<file path="config.mk">
export PLATFORM = sky130hd
export DESIGN_NAME = data_memory_ws
export DESIGN_NICKNAME = d
export VERILOG_FILES = /design/src/rtl/data_memory_ws.sv
export SDC_FILE = /design/constraint.sdc
export NUM_CORES = 2
export LEC_CHECK = 0
export BUFFER_PORTS_ARGS = -buffer_cell sky130_fd_sc_hd__clkbuf_2
export CORE_MARGIN = 8
export CORE_UTILIZATION = 30
export CTS_CLUSTER_DIAMETER = 200
export DETAILED_ROUTE_END_ITERATION = 8
export GPL_ROUTABILITY_DRIVEN = 0
export RECOVER_POWER = 100
export SYNTH_ARGS = -nofsm -noshare
export SYNTH_HDL_FRONTEND = slang
export SYNTH_SLANG_ARGS = --single-unit
</file>
<file path="constraint.sdc">
create_clock -name clk -period 5.7 [get_ports clk]
set_input_delay 0.57 -clock clk [delete_from_list [all_inputs] [get_ports clk]]
set_output_delay 0.57 -clock clk [all_outputs]
set_load 0.01 [all_outputs]
</file>
<file path="src/rtl/data_memory_ws.sv">
// MEM-stage data memory with byte-lane writes, programmable wait states and a
// ready handshake that freezes the pipeline while an access is in flight.
module data_memory_ws #(
  parameter int          DATA_WIDTH   = 32,
  parameter int          DEPTH        = 64,
  parameter logic [31:0] BASE_ADDR    = 32'd1024,
  parameter int          WAIT_CYCLES  = 3,
  parameter int          INIT_PATTERN = 1
) (
  input  logic                    clk,
  input  logic                    rst,
  input  logic                    mem_read,
  input  logic                    mem_write,
  input  logic [31:0]             address,
  input  logic [DATA_WIDTH-1:0]   wdata,
  input  logic [DATA_WIDTH/8-1:0] byte_en,
  output logic                    ready,
  output logic [DATA_WIDTH-1:0]   mem_result,
  output logic                    addr_err
);
  localparam int NB  = DATA_WIDTH / 8;
  localparam int OFS = (NB > 1) ? $clog2(NB) : 0;
  localparam int AW  = (DEPTH > 1) ? $clog2(DEPTH) : 1;
  localparam int CW  = (WAIT_CYCLES > 1) ? $clog2(WAIT_CYCLES) : 1;
  localparam logic [CW-1:0] CNT_LOAD = CW'((WAIT_CYCLES > 0) ? WAIT_CYCLES - 1 : 0);

  typedef enum logic [1:0] {IDLE, BUSY, DONE} state_t;
  typedef logic [DATA_WIDTH-1:0] word_t;
  typedef word_t mem_t [DEPTH];

  function automatic mem_t init_mem();
    mem_t m;
    for (int i = 0; i < DEPTH; i++) m[i] = (INIT_PATTERN == 1) ? word_t'(i) : '0;
    return m;
  endfunction

  mem_t mem = init_mem();

  state_t          state_q, state_d;
  logic [31:0]     addr_q, addr_d;
  word_t           wdata_q, wdata_d;
  logic [NB-1:0]   be_q, be_d;
  logic            wr_q, wr_d;
  logic [CW-1:0]   cnt_q, cnt_d;
  word_t           result_q, result_d;
  logic            err_q, err_d;

  logic            req, capture, enter_done, in_range;
  logic [31:0]     acc_addr, offs, idx_full;
  word_t           acc_wdata, wr_word;
  logic [NB-1:0]   acc_be;
  logic            acc_wr;
  logic [AW-1:0]   idx;

  assign req     = mem_read | mem_write;
  assign capture = (state_q == IDLE) && req;

  // With zero wait states the access completes on the capture edge, so the
  // port values have to be used directly instead of the captured copies.
  assign acc_addr  = capture ? address   : addr_q;
  assign acc_wdata = capture ? wdata     : wdata_q;
  assign acc_be    = capture ? byte_en   : be_q;
  assign acc_wr    = capture ? mem_write : wr_q;

  assign offs     = acc_addr - BASE_ADDR;
  assign idx_full = offs >> OFS;
  assign in_range = (acc_addr >= BASE_ADDR) && (idx_full < 32'(DEPTH));
  assign idx      = idx_full[AW-1:0];

  assign enter_done = ((state_q == BUSY) && (cnt_q == '0)) ||
                      (capture && (WAIT_CYCLES == 0));

  always_comb begin
    wr_word = mem[idx];
    for (int k = 0; k < NB; k++)
      if (acc_be[k]) wr_word[k*8 +: 8] = acc_wdata[k*8 +: 8];
  end

  // State register
  always_ff @(posedge clk or posedge rst) begin
    if (rst) state_q <= IDLE;
    else     state_q <= state_d;
  end

  // Next-state logic
  always_comb begin
    state_d = state_q;
    case (state_q)
      IDLE:    if (req) state_d = (WAIT_CYCLES == 0) ? DONE : BUSY;
      BUSY:    if (cnt_q == '0) state_d = DONE;
      DONE:    state_d = IDLE;
      default: state_d = IDLE;
    endcase
  end

  // Output logic
  always_comb begin
    ready      = (state_q == DONE) || ((state_q == IDLE) && !req);
    mem_result = result_q;
    addr_err   = err_q;
  end

  always_comb begin
    addr_d   = addr_q;
    wdata_d  = wdata_q;
    be_d     = be_q;
    wr_d     = wr_q;
    cnt_d    = cnt_q;
    result_d = result_q;
    err_d    = err_q;
    if (capture) begin
      addr_d  = address;
      wdata_d = wdata;
      be_d    = byte_en;
      wr_d    = mem_write;
      cnt_d   = CNT_LOAD;
    end else if ((state_q == BUSY) && (cnt_q != '0)) begin
      cnt_d = cnt_q - 1'b1;
    end
    if (enter_done) begin
      result_d = (!acc_wr && in_range) ? mem[idx] : '0;
      err_d    = !in_range;
    end else if (state_q == DONE) begin
      result_d = '0;
      err_d    = 1'b0;
    end
  end

  always_ff @(posedge clk or posedge rst) begin
    if (rst) begin
      addr_q   <= '0;
      wdata_q  <= '0;
      be_q     <= '0;
      wr_q     <= 1'b0;
      cnt_q    <= '0;
      result_q <= '0;
      err_q    <= 1'b0;
    end else begin
      addr_q   <= addr_d;
      wdata_q  <= wdata_d;
      be_q     <= be_d;
      wr_q     <= wr_d;
      cnt_q    <= cnt_d;
      result_q <= result_d;
      err_q    <= err_d;
    end
  end

  // Array is never cleared; a write aborted by reset never reaches this commit.
  always_ff @(posedge clk) begin
    if (!rst && enter_done && acc_wr && in_range) mem[idx] <= wr_word;
  end
endmodule

</file>
==> PnR_summary.wiki <==
{| class="wikitable"
! Metric !! Value
|-
| Average wire per standard cell || 30.0 um
|-
| Worst setup path endpoint || mem[12][30]$_DFFE_PP_
|-
| Total negative slack for setup checks || 0 ns
|-
| Cell internal pwr || 36.0 mW
|-
| I/O pin total || 106
|-
| Cell mode on critical path || sky130_fd_sc_hd__clkbuf_2
|-
| Maximum clock rate || 0.180 GHz
|-
| Relative contribution of combinational cells to total power || 34.0%
|-
| Vias after detailed routing || between 50000 and 60000
|-
| Switching power share of the total || 36.8%
|-
| Worst Setup Path Type || flop to flop
|-
| Number of max-slew violations in the final report || 129
|-
| CP Buf/Inv Count || 3
|-
| Depth of the worst register-to-register path || 11
|-
| Buffer count from post-CTS setup fixing || 0
|-
| Initial cell density of the core || a little under a third
|-
| Share of flip-flops with an asynchronous set or reset after synthesis || ~4.8%
|-
| Slowest cell delay on critical path || 0.89 ns
|-
| Worst slack on hold paths || 0.0611 ns
|-
| Yosys reg bits || 2152
|-
| Number of nets with antenna violations after detailed routing || 0
|-
| Most frequent standard cell in the layout excluding fill and tap cells || sky130_fd_sc_hd__edfxtp_1
|-
| Die width || 534 um
|-
| Required time of the critical path || 6.31 ns
|-
| Capturing point of the worst reg2reg path || mem[12][30]$_DFFE_PP_
|-
| Worst slew margin relative to its limit || -48.4%
|-
| Buffers added on ports || 103
|-
| Chip Height || 534 um
|-
| Total wire length || 271000 um
|-
| Setup slack of the worst register-to-register path || 0.15 ns
|-
| Final hold vios || 0
|-
| Count of flip-flops with a built-in enable after synthesis || just over 2000
|-
| Max capacitance violation total || 3
|-
| Peak ir drop on the vdd network || 0.586 mV
|-
| Non-Filler Instances || 9050
|-
| Number of setup violations in the final report || 0
|-
| Net count reported at finish || between 5000 and 6000
|-
| Reported leakage power || 29.3 nW
|-
| Critical Path Source || state_q[1]$_DFFE_PP0P_
|-
| Standard-cell rows || 190
|-
| Mapped Avg Cell Area || roughly 16 sq um
|-
| Skew-Pair Late Insertion Delay || 0.86 ns
|-
| Netlist area before placement || a little over 80000 sq um
|-
| CTS H-tree depth || 4
|-
| CTS sink count || 2152
|-
| Worst slew pin tran || 2.22 ns
|-
| Critical Path, Cell by Cell || or2_1 > nor4b_2 > or2_4 > clkbuf_1 > a22oi_1 > a41oi_1 > nor4_1 > clkbuf_2 > and4_1 > a21oi_4 > clkbuf_2
|-
| Layout Area Growth over Synthesis || 18.1%
|-
| Slowest cell on the critical path || sky130_fd_sc_hd__a21oi_4
|-
| Clock tree from TritonCTS || done
|-
| Leading cell types in the layout, fill and taps excluded || sky130_fd_sc_hd__edfxtp_1, sky130_fd_sc_hd__a22oi_1, sky130_fd_sc_hd__o21ai_0
|-
| Register share of total power || 42.5%
|-
| Power density relative to cell area || 599 nW/um^2
|-
| Sort of element at the start of the critical path || flop
|-
| Clock-pin slew on the worst setup and hold paths || 0.06 ns
|-
| First-pass GRT wire length || 378000 um
|-
| Top delay family on crit path || simple AND/OR/NAND/NOR gates
|-
| Fill cell total of the finished layout || 25000
|-
| DRC violation count after routing || 0
|-
| Sw power || 20.9 mW
|-
| Largest net degree at the start of global routing || 91
|-
| Total instance count after detailed placement || between 8000 and 9000
|-
| Number of antenna violations at the first check in global routing || 24
|-
| Violations in the final reports || max-capacitance violations, max-slew violations
|-
| Total Power || roughly 57 mW
|-
| Synth Flop Type || sky130_fd_sc_hd__edfxtp_1
|-
| Unique cell type count in the Yosys netlist || 52
|-
| Synthesized netlist net count || 4971
|-
| Detailed placement HPWL || 152000 um
|-
| Clock Tree Buf Depth || 3
|-
| Final worst path period share || a little over nine tenths
|-
| DRT Pass-1 Iters || 5
|-
| Start of the worst register-to-register path || state_q[1]$_DFFE_PP0P_
|-
| Clock root buffer || sky130_fd_sc_hd__clkbuf_16
|-
| Gate count of the mapped netlist || 4898
|-
| Vias in the first global route || 49300
|-
| Fraction of power consumed by the clock network || 23.6%
|-
| Overall global routing resource usage || between 10% and 20%
|-
| Worst Hold Class || primary input to flop
|-
| Layout cell share with drive strength beyond 1 || between 10% and 20%
|-
| Result of the run || complete, but fails checks
|-
| Crit path capture type || flop
|-
| Max Clock Skew || roughly 0.055 ns
|-
| Leftover overflow at the end of global routing || 0
|-
| Count of warnings emitted by yosys || 0
|-
| Area inside the core boundary || 267000 sq um
|-
| WHS Path Cells || 3
|-
| Vias per cell || 5.64
|-
| Cts bufs inserted || around 210
|-
| Data arrival, critical path || 6.15 ns
|-
| RSZ-0062 raised after global routing || false
|-
| 1st-iter DRT viols || 7931
|-
| Number of stages on the worst setup path || 11
|-
| Portion of the post-synthesis area used by sequential elements || 79.7%
|-
| Final min period || 5.55 ns
|-
| Highest fanout seen on the critical path || 34
|-
| Overall die area || around 280000 sq um
|}
## synthesized netlist by cell type, types with 32 or more instances
library cell | number | area [sq um]
sky130_fd_sc_hd__buf_2 | 137 | 686
sky130_fd_sc_hd__nor4_1 | 37 | 231
sky130_fd_sc_hd__a22oi_1 | 770 | 5780
sky130_fd_sc_hd__nand3_1 | 32 | 160
sky130_fd_sc_hd__and4_1 | 162 | 1420
sky130_fd_sc_hd__a21oi_1 | 65 | 325
sky130_fd_sc_hd__dfrtp_1 | 104 | 2600
sky130_fd_sc_hd__a31oi_1 | 101 | 632
sky130_fd_sc_hd__clkbuf_1 | 173 | 649
sky130_fd_sc_hd__a41oi_1 | 63 | 552
sky130_fd_sc_hd__edfxtp_1 | 2048 | 61500
sky130_fd_sc_hd__nand2_1 | 355 | 1330
sky130_fd_sc_hd__nor2_1 | 110 | 413
sky130_fd_sc_hd__o21ai_0 | 581 | 2910
sky130_fd_sc_hd__o21ai_1 | 32 | 160
## cell type report
class                      count  area [sq um]  share of cell area, %
inverter                      15          57.6                 0.0606
antenna                       16          40.0                 0.0422
tap                         3552          4440                   4.68
sequential                  2152         64100                   67.5
clock buffer                 272          5530                   5.82
timing repair buffer         549          4570                   4.82
multi-input combinational   2391         15200                   16.0
clock inverter               103          1020                   1.07
## flip-flops by register name, indices dropped and copies added (netlist names), 2 cells and up
name        cells
state_q         2
addr_q         30
mem_result     32
wdata_q        32
cnt_q           2
be_q            4
mem          2048
## power groups by stage
stage | sequential (mW) | clock, mW | combinational, mW
after floorplan | 24.9 | 0 | 8.26
after global placement | 24.4 | 0 | 18.9
after detailed placement | 24.4 | 0 | 19.4
after CTS | 24.1 | 13.5 | 19.5
after global routing | 24.2 | 14.1 | 20.1
final | 24.2 | 13.4 | 19.3
## worst min-delay path: stages
cell	delay, ns
sky130_fd_sc_hd__clkbuf_2	0.16
sky130_fd_sc_hd__nand2_1	0.06
sky130_fd_sc_hd__o21ai_0	0.06
## metrics by stage
stage / util [%] / worst slack (ns) / area (sq um)
global route: 35.5 / 0.133 / 94900
CTS: 36.0 / 0.295 / 96100
detailed placement: 33.3 / 0.239 / 89000
floorplan: - / 0.360 / 80400
finish: 35.5 / 0.152 / 95000
global placement: 33.3 / 0.264 / 89000
## metal layers
layer	routed length, um	GRT usage, %
met1	103000	24.2
met4	11100	6.84
met3	35400	5.16
met5	23	0
met2	122000	28.4
## worst min-delay path by stage
stage,startpoint,to,slack [ns]
after floorplan,addr_q[22]$_DFF_PP0_,addr_q[22]$_DFF_PP0_,0.44
after global placement,addr_q[22]$_DFF_PP0_,addr_q[22]$_DFF_PP0_,0.45
after detailed placement,wdata_q[13]$_DFF_PP0_,wdata_q[13]$_DFF_PP0_,0.46
after CTS,address[2],addr_q[2]$_DFF_PP0_,0.002
after global routing,address[4],addr_q[4]$_DFF_PP0_,0.04
final,address[2],addr_q[2]$_DFF_PP0_,0.06
## kinds of logic after synthesis
logic type | synth area share, %
buffers and inverters | 2.00
xor gates and xnor gates | 0.0218
AOI/OAI and AO/OA | 13.2
muxes | 0.103
adders and majority gates | 0.0156
and+or+nand+nor | 4.96
DFF | 79.7
## what timing repair did
item,CTS,global route
endpoints found under the setup margin,0,64
hold buffers,59,0
endpoints found under the hold margin,85,0
gates resized for setup,0,1
(Power assumes the default switching activity.)
